## config.mk

```make
export PLATFORM = sky130hd
export DESIGN_NAME = pb_hex_entry
export DESIGN_NICKNAME = d
export VERILOG_FILES = /design/src/rtl/pb_entry_pkg.sv /design/src/rtl/pb_hex_entry_keyenc.sv /design/src/rtl/pb_hex_entry.sv
export SDC_FILE = /design/constraint.sdc
export NUM_CORES = 1
export LEC_CHECK = 0
export CORE_MARGIN = 4
export CORE_UTILIZATION = 65
export CTS_BUF_LIST = sky130_fd_sc_hd__clkbuf_4 sky130_fd_sc_hd__clkbuf_8
export DETAILED_ROUTE_END_ITERATION = 10
export DONT_BUFFER_PORTS = 1
export GPL_TIMING_DRIVEN = 0
export PLACE_DENSITY = 0.78
export SETUP_SLACK_MARGIN = 0.4
export SYNTH_ARGS = -nofsm -noshare
export SYNTH_HDL_FRONTEND = slang
export SYNTH_SLANG_ARGS = --single-unit
```

## constraint.sdc

```tcl
create_clock -name hz100 -period 3.9 [get_ports hz100]
set_clock_uncertainty 0.05 [all_clocks]
set_input_delay 0.78 -clock hz100 [delete_from_list [all_inputs] [get_ports hz100]]
set_output_delay 0.78 -clock hz100 [all_outputs]
set_load 0.01 [all_outputs]
```

## src/rtl/pb_entry_pkg.sv

```systemverilog
// Shared key indices, operation codes and key decode for the push-button hex entry block.
package pb_entry_pkg;

  localparam int unsigned NUM_KEYS   = 20;
  localparam int unsigned KEY_BKSP   = 16;
  localparam int unsigned KEY_CLR    = 17;
  localparam int unsigned KEY_ENTER  = 19;
  localparam int unsigned MAX_DIGITS = 4;

  typedef enum logic [2:0] {
    OP_NONE,
    OP_HEX,
    OP_BKSP,
    OP_CLR,
    OP_ENTER
  } key_op_e;

  function automatic key_op_e decode_op(input logic [4:0] idx);
    key_op_e op;
    op = OP_NONE;
    if (idx < 5'd16)                   op = OP_HEX;
    else if (idx == 5'(KEY_BKSP))      op = OP_BKSP;
    else if (idx == 5'(KEY_CLR))       op = OP_CLR;
    else if (idx == 5'(KEY_ENTER))     op = OP_ENTER;
    return op;
  endfunction

endpackage

```

## src/rtl/pb_hex_entry_keyenc.sv

```systemverilog
// Combinational 20-to-5 priority encoder: the highest set index wins.
module pb_keyenc
  import pb_entry_pkg::*;
(
  input  logic [NUM_KEYS-1:0] keys,
  output logic [4:0]          idx,
  output logic                valid
);

  always_comb begin
    idx   = '0;
    valid = 1'b0;
    for (int unsigned i = 0; i < NUM_KEYS; i++) begin
      if (keys[i]) begin
        idx   = 5'(i);
        valid = 1'b1;
      end
    end
  end

endmodule

```

## src/rtl/pb_hex_entry.sv

```systemverilog
// Push-button hex operand entry: synchronizes keys, detects a single press event and edits a 4-digit operand.
// Optional anykey debouncer enabled by defining PB_DEBOUNCE_EN.
module pb_hex_entry
  import pb_entry_pkg::*;
(
  input  logic        hz100,
  input  logic        reset,
  input  logic [20:0] pb,
  output logic [15:0] value,
  output logic [2:0]  count,
  output logic [3:0]  digit,
  output logic        strobe,
  output logic [15:0] result,
  output logic        done
);

  logic [NUM_KEYS-1:0] sync1_q, sync1_d, sync2_q, sync2_d;
  logic [1:0]          fill_q, fill_d;
  logic                arm_q, arm_d, lvl_q, lvl_d;
  logic [15:0]         value_q, value_d, result_q, result_d;
  logic [2:0]          count_q, count_d;
  logic [3:0]          digit_q, digit_d;
  logic                strobe_q, strobe_d, done_q, done_d;
  logic                anykey, level, key_evt;
  logic [4:0]          key_idx;
  logic                key_valid;
  key_op_e             op;
  logic                unused_pb;

  assign unused_pb = pb[20] ^ pb[18];

`ifdef PB_DEBOUNCE_EN
  logic       deb_q, deb_d;
  logic [1:0] cnt_q, cnt_d;

  // Level flips on the cycle the disagreement count would reach 3.
  always_comb begin
    deb_d = deb_q;
    cnt_d = '0;
    if (anykey != deb_q) begin
      if (cnt_q == 2'd2) deb_d = ~deb_q;
      else               cnt_d = cnt_q + 2'd1;
    end
  end

  always_ff @(posedge hz100 or posedge reset) begin
    if (reset) begin
      deb_q <= 1'b0;
      cnt_q <= '0;
    end else begin
      deb_q <= deb_d;
      cnt_q <= cnt_d;
    end
  end

  assign level = deb_q;
`else
  assign level = anykey;
`endif

  pb_keyenc u_keyenc (
    .keys  (sync2_q),
    .idx   (key_idx),
    .valid (key_valid)
  );

  always_comb begin
    sync1_d  = {pb[19], 1'b0, pb[17:0]};
    sync2_d  = sync1_q;
    fill_d   = {fill_q[0], 1'b1};
    anykey   = |sync2_q;
    lvl_d    = level;
    // Arm only once the synchronizer holds post-reset samples and shows all keys released.
    arm_d    = arm_q | (fill_q[1] & ~anykey);
    key_evt  = level & ~lvl_q & arm_q;
    op       = (key_evt && key_valid) ? decode_op(key_idx) : OP_NONE;

    value_d  = value_q;
    count_d  = count_q;
    digit_d  = digit_q;
    result_d = result_q;
    strobe_d = 1'b0;
    done_d   = 1'b0;
    case (op)
      OP_HEX: begin
        value_d  = {value_q[11:0], key_idx[3:0]};
        count_d  = (count_q < 3'(MAX_DIGITS)) ? count_q + 3'd1 : count_q;
        digit_d  = key_idx[3:0];
        strobe_d = 1'b1;
      end
      OP_BKSP: begin
        value_d = value_q >> 4;
        count_d = (count_q != '0) ? count_q - 3'd1 : count_q;
      end
      OP_CLR: begin
        value_d = '0;
        count_d = '0;
      end
      OP_ENTER: begin
        result_d = value_q;
        done_d   = 1'b1;
        value_d  = '0;
        count_d  = '0;
      end
      default: ;
    endcase
  end

  always_ff @(posedge hz100 or posedge reset) begin
    if (reset) begin
      sync1_q  <= '0;
      sync2_q  <= '0;
      fill_q   <= '0;
      arm_q    <= 1'b0;
      lvl_q    <= 1'b0;
      value_q  <= '0;
      count_q  <= '0;
      digit_q  <= '0;
      result_q <= '0;
      strobe_q <= 1'b0;
      done_q   <= 1'b0;
    end else begin
      sync1_q  <= sync1_d;
      sync2_q  <= sync2_d;
      fill_q   <= fill_d;
      arm_q    <= arm_d;
      lvl_q    <= lvl_d;
      value_q  <= value_d;
      count_q  <= count_d;
      digit_q  <= digit_d;
      result_q <= result_d;
      strobe_q <= strobe_d;
      done_q   <= done_d;
    end
  end

  assign value  = value_q;
  assign count  = count_q;
  assign digit  = digit_q;
  assign strobe = strobe_q;
  assign result = result_q;
  assign done   = done_q;

endmodule

```

# Word-level counts from Yosys, hierarchy flattened
# Index checks and enable logic that the tools add are counted.
# classes
eq_ne	9
addsub	2
muxes	48
order_cmp	2
bitwise_logic	6
reduce_logical	6
# ops
operator	n
case mux 16 bit (3 select lines)	1
2-to-1 mux 3 bit	11
2-to-1 mux 4 bit	8
2-to-1 mux 1 bit	22
OR reduction 19 bit	1
== test 5 bit, second input constant	3
2-to-1 mux 5 bit	3
case mux 3 bit (3 select lines)	1
== test 3 x 2 -> 1 bit, second input constant	2
nonzero test 3 bit	2
less-than comparator 5 bit, second input constant	1
2-to-1 mux 2 bit	2
!= test 2 bit, second input constant	2
adder 3 x 1 -> 3 bit, second input constant	1
AND 1 bit	3
== test 3 x 1 -> 1 bit, second input constant	1
== test 3 bit, second input constant	1
less-than comparator 3 bit, second input constant	1
AND reduction 3 bit	1
subtractor 3 x 1 -> 3 bit, second input constant	1
NOT 1 bit	2
OR reduction 2 bit	1
logical AND 1 bit	1
OR 1 bit	1
# totals
word_cells	84
reg_bits	83
inputBits	23
output_inout_bits	41

# Longest topological paths before layout
# Gate-level depths: netlist of the first run.
# logic_depth
word_depth	28
mapped_depth	9
depth_no_buf	8

# Hierarchy
# Synthesis of the first run repeated with hierarchy kept, for this count alone.
# hier_totals
cells_unflattened	241
hier_area_um2	3245.6
# by_module_without_submodules
mod	cells_per_inst	area_each_um2	seq_area_each_um2	n_inst
pb_hex_entry	203	3039.2	2077.0	1
pb_keyenc	38	206.4	0.0	1

# Least setup slack after synthesis of the first run
# No wires, ideal clock.
# synth_timing
path_kind	reg-to-reg
start	register arm_q
end	register count_q[2], in the netlist count[2]
arrival_ns	1.986
path_buffers	1
stages_incl_launch_ff	10
path_slack_ns	1.788
setup_ns	0.076
t_required_ns	3.774
synth_period_minus_slack_ns	2.112
path_cell_list	dfrtp_1 > nor2b_1 > and3_1 > buf_2 > inv_1 > fa_1 > a21oi_1 > a21oi_1 > o221a_2 > o21ai_1
# synth_between
elab_chain_cells	7
word_cells_on_any_way	13
cone_classes	6 x eq/ne; 2 x mux; 1 x bitwise; 4 x reduce/logical
# synth_lines
element	line	text
start: declaration	pb_hex_entry.sv:19	logic arm_q, arm_d, lvl_q, lvl_d;
start signal: assignment	pb_hex_entry.sv:126	arm_q <= arm_d;
AND 1 bit (*)	pb_hex_entry.sv:75	key_evt = level & ~lvl_q & arm_q;
logical AND 1 bit (*)	pb_hex_entry.sv:76	op = (key_evt && key_valid) ? decode_op(key_idx) : OP_NONE;
2-to-1 mux 3 bit (*)	pb_hex_entry.sv:76	
== test 3 bit or == test 3 x 2 -> 1 bit (tied branches)	pb_hex_entry.sv:84	case (op)
OR reduction 2 bit (no source line)	-	
nonzero test 3 bit (no source line)	-	
AND reduction 3 bit (no source line)	-	
end signal: assignment	pb_hex_entry.sv:129	count_q <= count_d;
end: declaration	pb_hex_entry.sv:21	logic [2:0] count_q, count_d;
# Every way passes the cells marked *; elsewhere a longest branch is shown, timed or not.
# A chain may end at the register's enable or synchronous reset.

# Worst setup path in the final report of the first run
# Ends and elaborated chain as after synthesis.

==> flow_summary.ini, run 1 <==
[timing]
hold_violations = 0
rsz0062_at_grt = false
report.final.slew_viol_count = 0
min_period_over_period = 0.669
period_minus_slack_ns = 2.61
setup_violations = 0
finalSetupTns_ns = 0
worstMarginPinSlew_ns = 0.518
setup_ws_ns = 1.29
fmaxAchievable_mhz = 383
relSlewSlack = 0.646

[cells_and_area]
area_growth_syn_to_layout_pct = 10.7
num-fill-cells = 287
layout-drive-gt1-share = 0.237
final-seq-area_um2 = 2080
nets = 268
antennaDiodeCount = 0
multiInputGateArea_um2 = 930

[critical_path]
r2r-start = arm_q$_DFF_PP0_
start_kind = flop
timing_worst_setup_path_type = flop to flop
cp-end-kind = flop
critPathMaxFanout = 10
crit_path_start = arm_q$_DFF_PP0_
crit_arrival_ns = 2.85
required_ns = 4.14

[global_routing]
grt_max_degree = 84
grt_pass1_wl_um = 10300
grt_remaining_overflow = 0
antenna_found_initial = 0
grtUsageTotal = 0.229
grt_pass1_vias = 2032

[yosys]
synth-edff-count = 0
synthDistinctLibCells = 42
synth_cells = 232
yosysTopAreaCellShare = 0.669
yosys-top-cells-area = dfrtp_1 67%, mux2_2 5.8%, nand2_1 2.8%
synth_nets = 256
ys_ff_latch = 83
synth_flop_cell = dfrtp_1
async_reset_ff_frac = 1.00
yosys.area.top_type = dfrtp_1
yosys_warnings = 0
syn_area_um2 = 3110
yosysSeqAreaShare = 0.669
avgSynthCellArea_um2 = 13.4

[clocking]
ctsResizeCount = 0
cts.htree.levels = 3
cts-root-buf = clkbuf_8
cts_buffers = 9
ctsHoldBuffers = 0
cts.sinks = 83
tritoncts = done
cts_max_path_buffers = 2
clk_pin_slew_worst_paths_ns = 0.09
postCtsSetupRepairBufs = 0
worstSkewPairLatency_ns = 0.36

[place]
gp_congestion = 0.807
hpwl_um = 4210
preCtsSetupSlack_ns = 1.40
port_buffers = 0

[flow_run]
cap_violations = 0

[power_and_ir_drop]
max-vdd-ir-drop_uv = 390
swShare = 0.214
p_per_area_nw_per_um2 = 477
switchingPower_mw = 0.350
internal_power_mw = 1.29
power.leakage_nw = 1.55
clkPwrFrac = 0.428
pwr-share-seq = 0.546
combPwrFrac = 0.026

[detailed_routing]
post-route-drc-count = 0
drt_iter0_markers = 197
route.vias.total = 1906
routed_wl_um = 6250
ant_nets = 0
wl_per_cell_um = 20.8
via_per_inst = 6.33
drt_pre_antenna_iters = 4

[floorplan]
core_area_um2 = 4470
dieArea_um2 = 5950
io_pins = 64
die_y_um = 77.1
fp-row-count = 24
floorplan.initialDensity = 0.694
dieWidth_um = 77.1

[outcome]
status = finished, final reports clean

[hold_path]
min_from = sync1_q[1]$_DFF_PP0_
min_path_type = flop to flop
[final cells by class]
class / instances / area share
clock buffer: 11 / 0.0440
multi-input combinational: 130 / 0.270
timing repair buffer: 1 / 0.00801
tap: 52 / 0.0189
buffer: 10 / 0.0189
inverter: 9 / 0.0106
clock inverter: 5 / 0.0248
sequential: 83 / 0.604
[Yosys cell counts (2+ instances only)]
library cell and instances:
o31ai_1 3, o21ai_0 7, o21ai_1 6, buf_2 4, o21ai_2 7, nor4_4 2, mux2_4 2, o41ai_1 2
mux2i_1 2, a21oi_1 8, nor3_1 2, nand2_1 23, nand4_1 2, clkbuf_1 3, inv_1 9, nor2_1 13
dfrtp_1 83, nand3_1 2, mux2_2 16, nor2b_1 2, nand2b_1 2, a22oi_1 8, a31oi_1 2, buf_6 3
and3_1 2
[through the flow]
| step | utilization | std cells | hold slack [ns] | cell area [um2] | total power [mW] |
|---|---|---|---|---|---|
| 4_1_cts | 0.768 | 301 | 0.297 | 3440 | 1.65 |
| 3_3_place_gp | 0.709 | 284 | 0.282 | 3170 | 0.948 |
| 6_report | 0.768 | 301 | 0.294 | 3440 | 1.64 |
| 3_5_place_dp | 0.715 | 285 | 0.285 | 3200 | 0.956 |
| 5_1_grt | 0.768 | 301 | 0.308 | 3440 | 1.70 |
| 2_1_floorplan | - | 232 | 0.281 | 3110 | 0.939 |
[power groups by stage]
stage / sequential [mW] / combinational [mW] / clock [mW]
2_1_floorplan: 0.908 / 0.0308 / 0
3_3_place_gp: 0.911 / 0.0370 / 0
3_5_place_dp: 0.913 / 0.0427 / 0
4_1_cts: 0.896 / 0.0432 / 0.710
5_1_grt: 0.898 / 0.0488 / 0.754
6_report: 0.896 / 0.0421 / 0.702
[cell families after synthesis]
kind of cell    synth area share
xor+xnor                 0.00282
simple gates              0.0939
buf+inv                   0.0318
compound gates             0.121
other cells              0.00121
flops                      0.669
fa+ha+maj                0.00645
mux                       0.0741
[flip-flops by register name (all words and copies together) (netlist names)]
register,cells
digit,4
count,3
result,16
done,1
lvl_q,1
value,16
fill_q,2
sync1_q,19
strobe,1
sync2_q,19
arm_q,1
[path summary, 6_finish.rpt]
path / endpoint / slack, ns / cells past startpoint
hold reg to reg: sync2_q[1]$_DFF_PP0_ / 0.29 / 0
max in group asynchronous: sync2_q[4]$_DFF_PP0_ / 3.19 / 2
min in group asynchronous: arm_q$_DFF_PP0_ / 0.32 / 2
setup reg to reg: count[2]$_DFFE_PP0P_ / 1.29 / 9
setup / recovery: count[2]$_DFFE_PP0P_ / 1.29 / 9
hold / removal: sync2_q[1]$_DFF_PP0_ / 0.29 / 0
[cell usage in the layout (no fill, tap or decap), drive strengths merged, types with 2 or more instances in the layout]
master,synthesis,layout
nor3,2,2
nor4,4,4
nand4,3,3
a22oi,8,8
nand2b,2,2
dfrtp,83,83
nand3,2,2
inv,9,9
mux2,18,18
nor2,13,13
a31oi,2,2
buf,7,8
o31ai,4,4
clkinv,0,2
nor2b,2,2
nand2,23,23
o211ai,2,2
clkbuf,3,14
and3,2,2
bufinv,0,2
mux2i,2,2
a21oi,8,8
o21ai,20,20
o41ai,2,2
[layer usage]
layer | global-route usage | part of all wire | vias up
li1 | - | - | 834
met1 | 0.256 | 0.37 | 952
met2 | 0.383 | 0.52 | 99
met3 | 0.0773 | 0.081 | 21
met4 | 0.128 | 0.033 | 0
met5 | 0 | 0 | -
[critical path: stages (launching register included)]
cell,delay (ns)
dfrtp_1,0.38
nor2b_1,0.45
and3_1,0.24
buf_2,0.23
inv_1,0.08
fa_1,0.45
xnor2_1,0.26
nand2_1,0.12
o221a_2,0.15
o21ai_1,0.13
Note: power is estimated with default switching activity, not from simulation.
==> run 2: changes to the inputs <==
clock period = 2.6 ns   (was 3.9 ns; I/O delays follow)
==> run 2 against run 1 <==
Against the previous run:
- hold slack got worse by 0.15 ns
- total power increased by 47%
- routed wire length decreased by 6.9%
- first-iteration DRC count decreased by 14%
- flip-flop and latch count unchanged
- critical endpoint unchanged
==> flow_summary.ini, run 2 (same netlist as run 1, synthesis figures left out) <==
[outcome]
status = finished, final reports clean

[power_and_ir_drop]
power.leakage_nw = 1.55
switchingPower_mw = 0.506
max-vdd-ir-drop_uv = 634
pwr-share-seq = 0.557
combPwrFrac = 0.026
clkPwrFrac = 0.417
internal_power_mw = 1.90
p_per_area_nw_per_um2 = 699
finalPower_mw = 2.41
swShare = 0.210

[timing]
report.final.slew_viol_count = 0
finalSetupTns_ns = 0
fmaxAchievable_mhz = 482
period_minus_slack_ns = 2.08
worstMarginPinSlew_ns = 0.848
min_period_over_period = 0.798
setup_violations = 0
hold_violations = 0
relSlewSlack = 0.433
rsz0062_at_grt = false

[cells_and_area]
area_growth_syn_to_layout_pct = 11.1
nets = 270
most-common-layout-cells = 83 x dfrtp_1, 23 x nand2_1, 16 x mux2_2, 12 x nor2_1, 10 x clkbuf_8
final_common_cell = dfrtp_1
layout-drive-gt1-share = 0.259
antennaDiodeCount = 0
reg_top3 = sync1_q (19), sync2_q (19)

[critical_path]
worst-r2r-cell-count = 9
cpMostUsedCell = a21oi_1
timing_worst_setup_path_type = flop to flop
critPathMaxFanout = 10
path_cells = nor2_2 -> and3_1 -> buf_4 -> inv_1 -> fa_2 -> a21oi_1 -> a21oi_1 -> o221a_2 -> o21ai_1
crit_arrival_ns = 2.29
critPathMaxStageDelay_ns = 0.40
start_kind = flop
cp-end-kind = flop
cp_slowest_cell = dfrtp_1
required_ns = 2.81

[clocking]
cts.htree.levels = 3
cts.sinks = 83
clk_pin_slew_worst_paths_ns = 0.08
cts_max_path_buffers = 2
worstSkewPairLatency_ns = 0.34
tritoncts = done
cts_buffers = 9
cts-root-buf = clkbuf_8
ctsHoldBuffers = 0

[floorplan]
dieWidth_um = 77.1
core_area_um2 = 4470
die_y_um = 77.1
dieArea_um2 = 5950
io_pins = 64
floorplan.initialDensity = 0.694
fp-row-count = 24

[global_routing]
grtUsageTotal = 0.213
antenna_found_initial = 0
grt_max_degree = 44
grt_pass1_wl_um = 9720
grt_remaining_overflow = 0
grt_pass1_vias = 1968

[detailed_routing]
via_per_inst = 6.22
routed_wl_um = 5820
wl_per_cell_um = 19.2
ant_nets = 0
post-route-drc-count = 0
route.vias.total = 1885
drt_pre_antenna_iters = 4
drt_iter0_markers = 169

[hold_path]
min_path_type = input pin to async pin

[flow_run]
cap_violations = 0

[place]
port_buffers = 0
gp_congestion = 0.820
hpwl_um = 4020
==> run 2: cell types whose count changed in the layout (fill, tap and decap cells not counted), sizes merged <==
cell and change:
clkinvlp +1, buf +2, clkbuf -1
==> run 2: final timing paths <==
kind,startpoint,endpoint,slack (ns)
max,sync2_q[17]$_DFF_PP0_,count[2]$_DFFE_PP0P_,0.52
min reg2reg,sync1_q[5]$_DFF_PP0_,sync2_q[5]$_DFF_PP0_,0.30
max in group asynchronous,reset,fill_q[1]$_DFF_PP0_,1.68
min,reset,sync1_q[11]$_DFF_PP0_,0.15
max reg2reg,sync2_q[17]$_DFF_PP0_,count[2]$_DFFE_PP0P_,0.52
min in group hz100,pb[12],sync1_q[12]$_DFF_PP0_,0.15
==> run 2: critical path: cells and delay by family (launching register included) <==
| kind | cells | cell delay, ns |
|---|---|---|
| AO/OA/AOI/OAI | 4 | 0.58 |
| flip-flops | 1 | 0.40 |
| adder cells (fa/ha/maj) | 1 | 0.38 |
| AND/OR/NAND/NOR | 2 | 0.33 |
| buffers and inverters | 2 | 0.26 |
==> run 2: cell type report <==
type | count | area [um2]
buffer | 10 | 68.8
clock buffer | 10 | 138
fill | 285 | 1020
inverter | 9 | 37.5
timing repair buffer | 3 | 35.0
multi-input combinational | 130 | 942
tap | 52 | 65.1
clock inverter | 6 | 86.3
sequential | 83 | 2080
==> run 2: per-layer routing <==
metal	track usage	vias to the layer above	routed length, um
met5	0	-	0
met3	0.0667	20	462
met4	0.116	0	185
met2	0.332	85	2830
met1	0.264	937	2340
li1	-	843	-
==> run 2: power groups by stage <==
stage | registers [mW] | logic, mW | clock network (mW)
final | 1.34 | 0.0615 | 1.01
after global routing | 1.35 | 0.0716 | 1.09
after CTS | 1.34 | 0.0628 | 1.03
after detailed placement | 1.37 | 0.0624 | 0
after global placement | 1.37 | 0.0560 | 0
after floorplan | 1.36 | 0.0465 | 0
==> run 2: timing repair <==
action                                  in CTS  in global routing
endpoints found under the setup margin       1                  1
buffers inserted                             0                  2
resized for setup                            4                  2
==> run 2: through the flow <==
stage               utilization  setup slack (ns)  cells  cell area [um2]  hold WS (ns)
floorplan                     -             0.488    232             3110         0.281
global placement          0.709             0.302    284             3170         0.283
detailed placement        0.714             0.145    285             3190         0.285
CTS                       0.766             0.406    301             3430         0.130
global route              0.771             0.404    303             3450         0.125
finish                    0.771             0.525    303             3450         0.147
==> run 3: changes to the inputs <==
clock period = 2 ns   (was 2.6 ns; I/O delays follow)
==> run 3 against run 2 <==
Against the previous run:
- routed wire length increased by 62%
- hold slack got worse by 0.13 ns
- worst setup slack lost 0.52 ns
- first-iteration DRC count increased by 110%
- design area grew 21%
- sequential share of layout area fell by 10 points
- global-route usage grew 6.1 points
- combinational power increased by 130%
- register-to-register slack worse by 0.52 ns
- sequential power is 31% higher
- utilization grew 16 points
- via count rose by 27%
- largest cell class unchanged
- largest power group unchanged
==> flow_summary.ini, run 3 (same netlist as run 1, synthesis figures left out) <==
[timing]
relSlewSlack = 0.386
whs_ns = 0.0152
rsz0062_at_grt = true
worstMarginPinSlew_ns = 0.919
min_period_over_period = 0.996
fmaxAchievable_mhz = 502
report.final.slew_viol_count = 0
period_minus_slack_ns = 1.99
setup_violations = 0
hold_violations = 0

[detailed_routing]
via_per_inst = 7.04
wl_per_cell_um = 27.6
drt_pre_antenna_iters = 6
routed_wl_um = 9400
drt_iter0_markers = 351
ant_nets = 0
post-route-drc-count = 0
route.vias.total = 2392

[place]
port_buffers = 0
dpl.cell_count = 285
gp_congestion = 0.827
place_area_um2 = 3230
hpwl_um = 4030

[cells_and_area]
fin_cells = 340
final_common_cell = dfrtp_1
finish.utilization = 0.935
area_growth_syn_to_layout_pct = 34.7
most-common-layout-cells = 80 x dfrtp_1, 17 x buf_4, 16 x nand2_4, 16 x mux2_2, 14 x dlygate4sd3_1
num-fill-cells = 111
layout-drive-gt1-share = 0.455
nets = 307
reg_top3 = sync1_q (19), sync2_q (19)
final_area_um2 = 4180
antennaDiodeCount = 0

[critical_path]
critPathMaxFanout = 4
timing_worst_setup_path_type = flop to flop
cpMostUsedCell = o21ai_0
cp_slowest_cell = dfrtp_2
worst-r2r-cell-count = 7
crit_arrival_ns = 2.19
start_kind = flop
critPathMaxStageDelay_ns = 0.45
required_ns = 2.20
cp-end-kind = flop
timing.rr.end = count[1]$_DFFE_PP0P_
rrSetupSlack_ns = 0.009
path_cells = nor4_4 -> nand4_2 -> o31ai_4 -> buf_6 -> buf_4 -> o21ai_0 -> o21ai_0
r2r-start = sync2_q[13]$_DFF_PP0_

[power_and_ir_drop]
max-vdd-ir-drop_uv = 1040
power.leakage_nw = 1.85
p_per_area_nw_per_um2 = 763

[clocking]
clk_pin_slew_worst_paths_ns = 0.08
worstSkewPairLatency_ns = 0.36
cts_max_path_buffers = 2
tritoncts = done
cts.htree.levels = 3
cts-root-buf = clkbuf_8
cts.sinks = 83
cts_buffers = 9

[floorplan]
floorplan.initialDensity = 0.694
fp-row-count = 24
dieWidth_um = 77.1
dieArea_um2 = 5950
core_area_um2 = 4470
io_pins = 64
die_y_um = 77.1

[hold_path]
min_from = pb[0]
hold_path_end = sync1_q[0]$_DFF_PP0_
holdPathStages = 0
min_path_type = input pin to flop

[flow_run]
cap_violations = 0

[global_routing]
antenna_found_initial = 0
grt_pass1_vias = 2268
grt_max_degree = 43
grtUsageTotal = 0.273
grt_pass1_wl_um = 12200
grt_remaining_overflow = 0

[outcome]
status = finished, final reports clean
==> run 3: power by group <==
group	internal [mW]	switching (mW)	leakage, nW
combinational	0.0557	0.0878	0.689
sequential	1.72	0.0377	1.06
clock	0.650	0.641	0.106
total	2.42	0.767	1.85
==> run 3: area by class of cell <==
class | count | area [um2] | area share
sequential | 83 | 2080 | 0.497
buffer | 10 | 120 | 0.0287
tap | 52 | 65.1 | 0.0156
clock buffer | 11 | 151 | 0.0362
clock inverter | 5 | 60.1 | 0.0144
inverter | 9 | 37.5 | 0.00897
timing repair buffer | 40 | 433 | 0.103
multi-input combinational | 130 | 1240 | 0.295
==> run 3: critical path: cells and delay by family (launching register included) <==
kind	cells	cell delay, ns
AND/OR/NAND/NOR	2	0.54
buffers and inverters	2	0.29
flip-flops	1	0.45
AO/OA/AOI/OAI	3	0.56
==> run 3: worst max-delay path by stage <==
stage                                startpoint                   end  slack, ns  cells past startpoint
final                     sync2_q[13]$_DFF_PP0_  count[1]$_DFFE_PP0P_      0.009                      7
after global routing      sync2_q[13]$_DFF_PP0_  count[1]$_DFFE_PP0P_      -0.06                      7
after CTS                 sync2_q[19]$_DFF_PP0_  count[2]$_DFFE_PP0P_        0.1                      9
after global placement    sync2_q[19]$_DFF_PP0_  digit[1]$_DFFE_PP0N_      0.009                      6
after floorplan                 lvl_q$_DFF_PP0_  count[2]$_DFFE_PP0P_       0.13                      9
after detailed placement  sync2_q[19]$_DFF_PP0_  digit[1]$_DFFE_PP0N_      -0.08                      6
==> run 3: timing repair <==
item | 4_1_cts | 5_1_grt
pin swaps | 10 | 7
setup buffers | 17 | 5
hold endpoints to repair | 0 | 14
resized for setup | 35 | 47
setup endpoints to repair | 35 | 37
hold buffers | 0 | 14
gates cloned | 2 | 1
==> run 3: routing by layer <==
layer	global-route usage	up-vias	routed length, um
li1	-	917	-
met5	0	-	0
met2	0.454	201	4850
met4	0.183	0	606
met1	0.315	1201	3160
met3	0.0632	73	775
==> run 3: stage by stage <==
stage                     power [mW]  worst slack (ns)  TNS, ns
after CTS                       3.10            0.0964        0
after detailed placement        1.86           -0.0839   -0.213
final                           3.19           0.00870        0
after global placement          1.85           0.00884        0
after global routing            3.30           -0.0591   -0.235
after floorplan                 1.83             0.127        0
